===== config.mk =====
export PLATFORM = sky130hd
export DESIGN_NAME = alarm_supervisor_flat
export DESIGN_NICKNAME = d
export VERILOG_FILES = /design/src/rtl/alarm_supervisor_if.sv /design/src/rtl/alarm_supervisor.sv /design/src/flat_wrapper.sv
export SDC_FILE = /design/constraint.sdc
export NUM_CORES = 1
export LEC_CHECK = 0
export CORE_MARGIN = 2
export CORE_UTILIZATION = 65
export CTS_CLUSTER_SIZE = 20
export DETAILED_ROUTE_END_ITERATION = 8
export DONT_BUFFER_PORTS = 1
export PLACE_DENSITY = 0.81
export RECOVER_POWER = 50
export SYNTH_ARGS = -nofsm -noshare
export SYNTH_HDL_FRONTEND = slang
export SYNTH_SLANG_ARGS = --single-unit

===== constraint.sdc =====
create_clock -name Clock -period 4.99 [get_ports Clock]
set_clock_uncertainty 0.15 [all_clocks]
set_input_delay 0.2495 -clock Clock [delete_from_list [all_inputs] [get_ports Clock]]
set_output_delay 0.2495 -clock Clock [all_outputs]
set_load 0.01 [all_outputs]

===== src/rtl/alarm_supervisor_if.sv =====
// alarm_supervisor_if
//   UART byte-side bundle between the alarm supervisor and the UART
//   receiver/transmitter pair.
//
//   Signals:
//     cmd_arr   receiver -> supervisor  one-cycle strobe, cmd_data valid
//     cmd_data  receiver -> supervisor  received command byte
//     tx_ready  transmitter -> sup.     transmitter idle, may accept a byte
//     tx_send   supervisor -> tx        one-cycle start pulse
//     tx_data   supervisor -> tx        byte to send, stable until tx_finish
//     tx_finish transmitter -> sup.     one-cycle byte-done strobe
//
//   Handshake: a byte is handed over on the single cycle where tx_send=1,
//   which the supervisor only raises while tx_ready=1. tx_data is valid on
//   that cycle and stays unchanged until the matching tx_finish pulse; the
//   next byte is not offered before that pulse. tx_finish with no byte
//   outstanding has no effect.
//
//   Modports: slave = supervisor side, master = UART side.
interface alarm_supervisor_if;
  logic       cmd_arr;
  logic [7:0] cmd_data;
  logic       tx_ready;
  logic       tx_send;
  logic       tx_finish;
  logic [7:0] tx_data;

  modport slave (
    input  cmd_arr, cmd_data, tx_ready, tx_finish,
    output tx_send, tx_data
  );

  modport master (
    output cmd_arr, cmd_data, tx_ready, tx_finish,
    input  tx_send, tx_data
  );
endinterface


===== src/rtl/alarm_supervisor.sv =====
// alarm_supervisor
//   N-channel threshold supervisor. On each sample tick every channel is
//   compared with its threshold; HOLD consecutive exceeding ticks while
//   armed trip the channel and raise a sticky alarm that sounds the buzzer.
//   Arm/disarm bytes arrive over the UART receive strobe, and every accepted
//   tick launches a status/sample frame over the UART byte handshake.
//
//   Optional feature (macro ALARM_REARM_EN): while armed and alarmed,
//   REARM_TICKS consecutive ticks with all debounce counters at zero clear
//   the alarm and trip flags. Without the macro the alarm is sticky until a
//   command or reset, and REARM_TICKS does not exist.
//
//   Ports:
//     Clock, Reset   clock, synchronous active-low reset
//     tick           one-cycle sample strobe
//     sample, thresh NCH*DW, channel i at [i*DW +: DW], unsigned
//     dir            per channel: 1 exceed on sample>thresh, 0 on sample<thresh
//     uart           alarm_supervisor_if.slave (command rx + byte tx)
//     armed, alarm   system armed / sticky alarm
//     trip_mask      sticky per-channel trip flags
//     buzz_n         buzzer drive, active low
//     fsm_state      frame FSM state (IDLE=0, LOAD=1, WAIT_RDY=2, WAIT_FIN=3)
module alarm_supervisor #(
  parameter int         NCH        = 4,
  parameter int         DW         = 16,
  parameter int         HOLD       = 3,
  parameter logic [7:0] CMD_ARM    = 8'h88,
  parameter logic [7:0] CMD_DISARM = 8'h99,
  parameter logic [7:0] HDR        = 8'h55
`ifdef ALARM_REARM_EN
  , parameter int       REARM_TICKS = 25
`endif
) (
  input  logic                Clock,
  input  logic                Reset,
  input  logic                tick,
  input  logic [NCH*DW-1:0]   sample,
  input  logic [NCH*DW-1:0]   thresh,
  input  logic [NCH-1:0]      dir,
  alarm_supervisor_if.slave   uart,
  output logic                armed,
  output logic                alarm,
  output logic [NCH-1:0]      trip_mask,
  output logic                buzz_n,
  output logic [1:0]          fsm_state
);

  localparam int         L     = 3 + NCH * DW / 8;
  localparam int         FW    = 8 * L;
  localparam int         IW    = $clog2(L);
  localparam logic [7:0] HOLD8 = 8'(HOLD);

  localparam logic [1:0] IDLE     = 2'd0;
  localparam logic [1:0] LOAD     = 2'd1;
  localparam logic [1:0] WAIT_RDY = 2'd2;
  localparam logic [1:0] WAIT_FIN = 2'd3;

  logic [7:0]     cnt     [NCH];
  logic [7:0]     cnt_nxt [NCH];
  logic [NCH-1:0] exceed, hit;
  logic           is_arm, is_dis;
  logic           armed_nxt, alarm_nxt;
  logic [NCH-1:0] trip_nxt;

  logic [1:0]     state;
  logic [IW-1:0]  idx;
  logic [FW-1:0]  frame_q, frame_w;
  logic [7:0]     trip_byte;
  logic           tx_send_q;
  logic [7:0]     tx_data_q;

`ifdef ALARM_REARM_EN
  localparam int QW = $clog2(REARM_TICKS + 1);
  logic [QW-1:0] quiet, quiet_nxt;
  logic          any_nz;
`endif

  assign uart.tx_send = tx_send_q;
  assign uart.tx_data = tx_data_q;
  assign fsm_state    = state;

  // Debounce, trip and command handling. A command in the same cycle as a
  // trip takes priority: no trip is recorded, and ARM also zeroes counters.
  always_comb begin
    is_arm    = uart.cmd_arr && (uart.cmd_data == CMD_ARM);
    is_dis    = uart.cmd_arr && (uart.cmd_data == CMD_DISARM);
    armed_nxt = armed;
    alarm_nxt = alarm;
    trip_nxt  = trip_mask;
    for (int i = 0; i < NCH; i++) begin
      exceed[i]  = dir[i] ? (sample[i*DW +: DW] > thresh[i*DW +: DW])
                          : (sample[i*DW +: DW] < thresh[i*DW +: DW]);
      cnt_nxt[i] = cnt[i];
      hit[i]     = 1'b0;
      if (tick) begin
        cnt_nxt[i] = exceed[i] ? ((cnt[i] >= HOLD8) ? HOLD8 : cnt[i] + 8'd1)
                               : 8'd0;
        hit[i]     = (cnt_nxt[i] == HOLD8);
      end
    end
    if (is_arm) begin
      armed_nxt = 1'b1;
      alarm_nxt = 1'b0;
      trip_nxt  = '0;
      for (int i = 0; i < NCH; i++) cnt_nxt[i] = 8'd0;
    end else if (is_dis) begin
      armed_nxt = 1'b0;
      alarm_nxt = 1'b0;
      trip_nxt  = '0;
    end else if (armed) begin
      trip_nxt = trip_mask | hit;
      if (|hit) alarm_nxt = 1'b1;
    end
`ifdef ALARM_REARM_EN
    any_nz = 1'b0;
    for (int i = 0; i < NCH; i++) if (cnt_nxt[i] != 8'd0) any_nz = 1'b1;
    quiet_nxt = quiet;
    if (is_arm || is_dis || !(armed && alarm)) begin
      quiet_nxt = '0;
    end else if (tick) begin
      if (any_nz) begin
        quiet_nxt = '0;
      end else if (quiet == QW'(REARM_TICKS - 1)) begin
        quiet_nxt = '0;
        alarm_nxt = 1'b0;
        trip_nxt  = '0;
      end else begin
        quiet_nxt = quiet + QW'(1);
      end
    end
`endif
  end

  // Frame image, MSB byte transmitted first: header, flags, trip mask,
  // then channel 0..NCH-1 samples each MSB byte first.
  always_comb begin
    trip_byte             = '0;
    trip_byte[NCH-1:0]    = trip_mask;
    frame_w               = '0;
    frame_w[FW-1  -: 8]   = HDR;
    frame_w[FW-9  -: 8]   = {armed, alarm, 6'b0};
    frame_w[FW-17 -: 8]   = trip_byte;
    for (int i = 0; i < NCH; i++)
      frame_w[(NCH-1-i)*DW +: DW] = sample[i*DW +: DW];
  end

  always_ff @(posedge Clock) begin
    if (!Reset) begin
      armed     <= 1'b0;
      alarm     <= 1'b0;
      trip_mask <= '0;
      buzz_n    <= 1'b1;
      for (int i = 0; i < NCH; i++) cnt[i] <= 8'd0;
`ifdef ALARM_REARM_EN
      quiet     <= '0;
`endif
    end else begin
      armed     <= armed_nxt;
      alarm     <= alarm_nxt;
      trip_mask <= trip_nxt;
      buzz_n    <= ~alarm_nxt;
      for (int i = 0; i < NCH; i++) cnt[i] <= cnt_nxt[i];
`ifdef ALARM_REARM_EN
      quiet     <= quiet_nxt;
`endif
    end
  end

  // Frame FSM. Ticks outside IDLE are not reported. The snapshot is a
  // shift register; the top byte is the next one to send.
  always_ff @(posedge Clock) begin
    if (!Reset) begin
      state     <= IDLE;
      idx       <= '0;
      frame_q   <= '0;
      tx_send_q <= 1'b0;
      tx_data_q <= 8'd0;
    end else begin
      tx_send_q <= 1'b0;
      case (state)
        IDLE: if (tick) state <= LOAD;
        LOAD: begin
          frame_q <= frame_w;
          idx     <= '0;
          state   <= WAIT_RDY;
        end
        WAIT_RDY: if (uart.tx_ready) begin
          tx_send_q <= 1'b1;
          tx_data_q <= frame_q[FW-1 -: 8];
          frame_q   <= frame_q << 8;
          state     <= WAIT_FIN;
        end
        WAIT_FIN: if (uart.tx_finish) begin
          if (idx == IW'(L - 1)) begin
            state <= IDLE;
          end else begin
            idx   <= idx + IW'(1);
            state <= WAIT_RDY;
          end
        end
        default: state <= IDLE;
      endcase
    end
  end

endmodule


===== src/flat_wrapper.sv =====
// flat-port wrapper written by rule: the top's interface ports become plain ports
module alarm_supervisor_flat 
#(
  parameter int         NCH        = 4,
  parameter int         DW         = 16,
  parameter int         HOLD       = 3,
  parameter logic [7:0] CMD_ARM    = 8'h88,
  parameter logic [7:0] CMD_DISARM = 8'h99,
  parameter logic [7:0] HDR        = 8'h55

)
  (Clock, Reset, tick, sample, thresh, dir, armed, alarm, trip_mask, buzz_n, fsm_state, uart_cmd_arr, uart_cmd_data, uart_tx_ready, uart_tx_finish, uart_tx_send, uart_tx_data);
  alarm_supervisor_if uart_i ();
  input  logic Clock;
  input  logic Reset;
  input  logic tick;
  input  logic [NCH*DW-1:0] sample;
  input  logic [NCH*DW-1:0] thresh;
  input  logic [NCH-1:0] dir;
  output logic armed;
  output logic alarm;
  output logic [NCH-1:0] trip_mask;
  output logic buzz_n;
  output logic [1:0] fsm_state;
  input wire logic [$bits(uart_i.cmd_arr)-1:0] uart_cmd_arr;
  input wire logic [$bits(uart_i.cmd_data)-1:0] uart_cmd_data;
  input wire logic [$bits(uart_i.tx_ready)-1:0] uart_tx_ready;
  input wire logic [$bits(uart_i.tx_finish)-1:0] uart_tx_finish;
  output wire logic [$bits(uart_i.tx_send)-1:0] uart_tx_send;
  output wire logic [$bits(uart_i.tx_data)-1:0] uart_tx_data;
  assign uart_i.cmd_arr = uart_cmd_arr;
  assign uart_i.cmd_data = uart_cmd_data;
  assign uart_i.tx_ready = uart_tx_ready;
  assign uart_i.tx_finish = uart_tx_finish;
  assign uart_tx_send = uart_i.tx_send;
  assign uart_tx_data = uart_i.tx_data;
  alarm_supervisor #(.NCH(NCH), .DW(DW), .HOLD(HOLD), .CMD_ARM(CMD_ARM), .CMD_DISARM(CMD_DISARM), .HDR(HDR)) u_core (.Clock(Clock), .Reset(Reset), .tick(tick), .sample(sample), .thresh(thresh), .dir(dir), .uart(uart_i), .armed(armed), .alarm(alarm), .trip_mask(trip_mask), .buzz_n(buzz_n), .fsm_state(fsm_state));
endmodule

==> flow_metrics.env <==
export IMPL_startpoint="u_core.fsm_state[1]"
export IMPL_path_common_cell="buf_4"
export IMPL_min_period_over_period=0.765
export IMPL_min_path_type="in2reg"
export IMPL_layout_cells_non_filler=1101
export IMPL_rrSetupSlack_ps=1170
export IMPL_synth_area_leaders="dfxtp_1 (40%), ha_1 (12%), nand2_1 (9.8%)"
export IMPL_outcome="complete, no violations"
export IMPL_clock_sinks=142
export IMPL_path_depth=8
export IMPL_layout_commonest_cell="nand2_1"
export IMPL_drv_slew=0
export IMPL_cts_buffers_inserted=17
export IMPL_routed_wl_um=19400
export IMPL_ctsLongestPathBuffers=2
export IMPL_synth_edf_count=0
export IMPL_worst_ep_required_time_ps=5260
export IMPL_yosys_area_top_type="dfxtp_1"
export IMPL_setup_viol=0
export IMPL_layout_drive_gt1_share=0.0406
export IMPL_h_tree_depth=4
export IMPL_synthDominantCellAreaShare=0.396
export IMPL_multi_input_area_mm2=0.00388
export IMPL_antenna_cells=0
export IMPL_powerDensity_mw_per_mm2=333
export IMPL_final_cell_mix="nand2_1 (186), dfxtp_1 (142), nor2_1 (89), dlygate4sd3_1 (83), inv_1 (71)"
export IMPL_final_nets=1164
export IMPL_dp_cells=986
export IMPL_startpoint_type="register"
export IMPL_vdd_drop_max_mv=0.310
export IMPL_grt_pass1_vias=6713
export IMPL_drv_cap=0
export IMPL_ys_types=44
export IMPL_die_area_mm2=0.0119
export IMPL_tritoncts="yes"
export IMPL_max_freq_mhz=262
export IMPL_synth_avg_cell_area_um2=8.06
export IMPL_r2r_cells=8
export IMPL_cts_resized_gates=0
export IMPL_crit_path_max_incr_delay_ps=630
export IMPL_clock_latency_ps=530
export IMPL_fill_cells=689
export IMPL_hold_violations=0
export IMPL_end_kind="register"
export IMPL_p_leak_nw=3.65
export IMPL_syn_nets=1107
export IMPL_overflow=0
export IMPL_antenna_found_initial=0
export IMPL_max_slew_margin_rel=0.0825
export IMPL_clock_root_buffer="clkbuf_8"
export IMPL_die_x_um=109
export IMPL_dp_hpwl_um=12600
export IMPL_hold_depth=4
export IMPL_ant_nets=0
export IMPL_rr_startpoint="u_core.fsm_state[1]"
export IMPL_finalCriticalPeriod_ps=3820
export IMPL_cpMaxStageDelayCell="buf_4"
export IMPL_pin_count=164
export IMPL_vias_per_cell=6.17
export IMPL_arrival_ps=4090
export IMPL_path_buf_inv=3
export IMPL_initial_core_util=0.665
export IMPL_wl_per_cell_um=17.6
export IMPL_dr_first_iter_drc_count=536
export IMPL_via_count=6793
export IMPL_clkTransAtPathRegs_ps=60
export IMPL_finalPower_mw=2.85
export IMPL_holdCritStartpoint="uart_tx_finish"
export IMPL_synthFlopType="dfxtp_1"
export IMPL_gp_congestion=0.977
export IMPL_grt_pass1_wl_um=30300
export IMPL_grtUsageTotal=0.327
export IMPL_crit_chain="nor2b_1 -> buf_4 -> nand2_1 -> clkbuf_1 -> nand2_4 -> buf_4 -> nor2_1 -> a311oi_1"
export IMPL_seqCellArea_mm2=0.00284
export IMPL_path_class="reg2reg"
export IMPL_worst_pin_slew_ps=1370
export IMPL_num_rows=38
export IMPL_portBuffers=0
export IMPL_syn_area_mm2=0.00718
export IMPL_cts_hold_buf=83
export IMPL_rsz0062_at_grt="no"
export IMPL_cp_max_fo=71
export IMPL_core_mm2=0.0108
export IMPL_die_h_um=109
export IMPL_finalSetupTns_ps=0
export IMPL_ys_async_sr_fraction=0
export IMPL_yosys_warnings=0
export IMPL_dr_pass1_iters=5
export IMPL_crit_family="buffers and inverters"
export IMPL_area_growth_pct=19.3
export IMPL_drc=0
export IMPL_synth_seq_cells=142
export IMPL_postSynthCellCount=891
export IMPL_yosysSeqAreaShare=0.396
export IMPL_grt_start_max_net_pins=72
export IMPL_postCtsSetupBuffers=0
sequential cells by signal (all words and copies together) (netlist names):
signal,count
u_core.uart.tx_data,8
u_core.buzz_n,1
u_core.armed,1
u_core.trip_mask,4
u_core.cnt,32
u_core.frame_q,88
u_core.alarm,1
u_core.uart.tx_send,1
u_core.fsm_state,2
u_core.idx,4
synthesized netlist by cell type, types with 3 or more instances:
| cell type | number |
|---|---|
| nand4_1 | 15 |
| a211oi_1 | 3 |
| clkbuf_1 | 35 |
| o211ai_1 | 8 |
| and2_1 | 25 |
| nor4_1 | 5 |
| inv_1 | 70 |
| o21ai_0 | 8 |
| a21oi_1 | 53 |
| a311oi_1 | 62 |
| nand2_1 | 187 |
| nand3_1 | 24 |
| a2111oi_0 | 3 |
| mux2i_1 | 7 |
| xor2_1 | 3 |
| nor2_1 | 89 |
| ha_1 | 70 |
| buf_2 | 12 |
| nor3_1 | 9 |
| dfxtp_1 | 142 |
| nand2b_1 | 5 |
| a21o_1 | 8 |
| nor2b_1 | 6 |
| a22o_1 | 13 |
| a31oi_1 | 6 |
through the flow:
step	setup WS (ps)	util	cell area, µm²	hold WS, ps
after floorplan	2670	-	7180	236
after global placement	1830	0.668	7200	247
after detailed placement	1670	0.668	7200	248
after CTS	1670	0.796	8590	17.1
after global routing	846	0.794	8570	54.3
final	1170	0.794	8570	38.9
where the power goes:
group	total, mW	internal [mW]	switching, mW	leakage [nW]
Combinational	0.435	0.183	0.252	2.23
Sequential	1.25	1.21	0.0457	1.16
Clock	1.17	0.697	0.470	0.263
final cells by class:
| class | count | share of cell area |
|---|---|---|
| multi-input cells | 629 | 0.452 |
| well taps | 140 | 0.0204 |
| clock inverters | 10 | 0.0104 |
| flip-flops and latches | 142 | 0.332 |
| clock buffers | 22 | 0.0540 |
| inverters | 71 | 0.0311 |
| repair buffers | 87 | 0.100 |
cells by family (layout without fill, tap and decap cells):
logic type / Yosys count / after routing / share of synthesized area
AO/OA/AOI/OAI: 177 / 177 / 0.180
adder cells (fa/ha/maj): 70 / 70 / 0.122
AND/OR/NAND/NOR: 372 / 372 / 0.224
XOR/XNOR: 3 / 3 / 0.00366
buffers and inverters: 120 / 190 / 0.0648
multiplexers: 7 / 7 / 0.00976
flip-flops: 142 / 142 / 0.396
worst min-delay path, cell delays in order:
cell,delay (ps)
nand2_1,40
a21boi_0,190
a21oi_1,150
nor2_1,50
final timing paths:
path / end
worst max-delay path: u_core.frame_q[37]
worst min-delay path: u_core.idx[0]
worst max register to register: u_core.frame_q[37]
worst min register to register: u_core.uart.tx_data[4]
routing by layer:
| metal | GRT usage | vias to the layer above | part of all wire |
|---|---|---|---|
| met5 | 0 | - | 0 |
| met4 | 0.158 | 0 | 0.031 |
| met3 | 0.0855 | 65 | 0.066 |
| met2 | 0.574 | 306 | 0.51 |
| met1 | 0.366 | 3225 | 0.39 |
| li1 | - | 3197 | - |
Power figures use the tool's default switching activity.
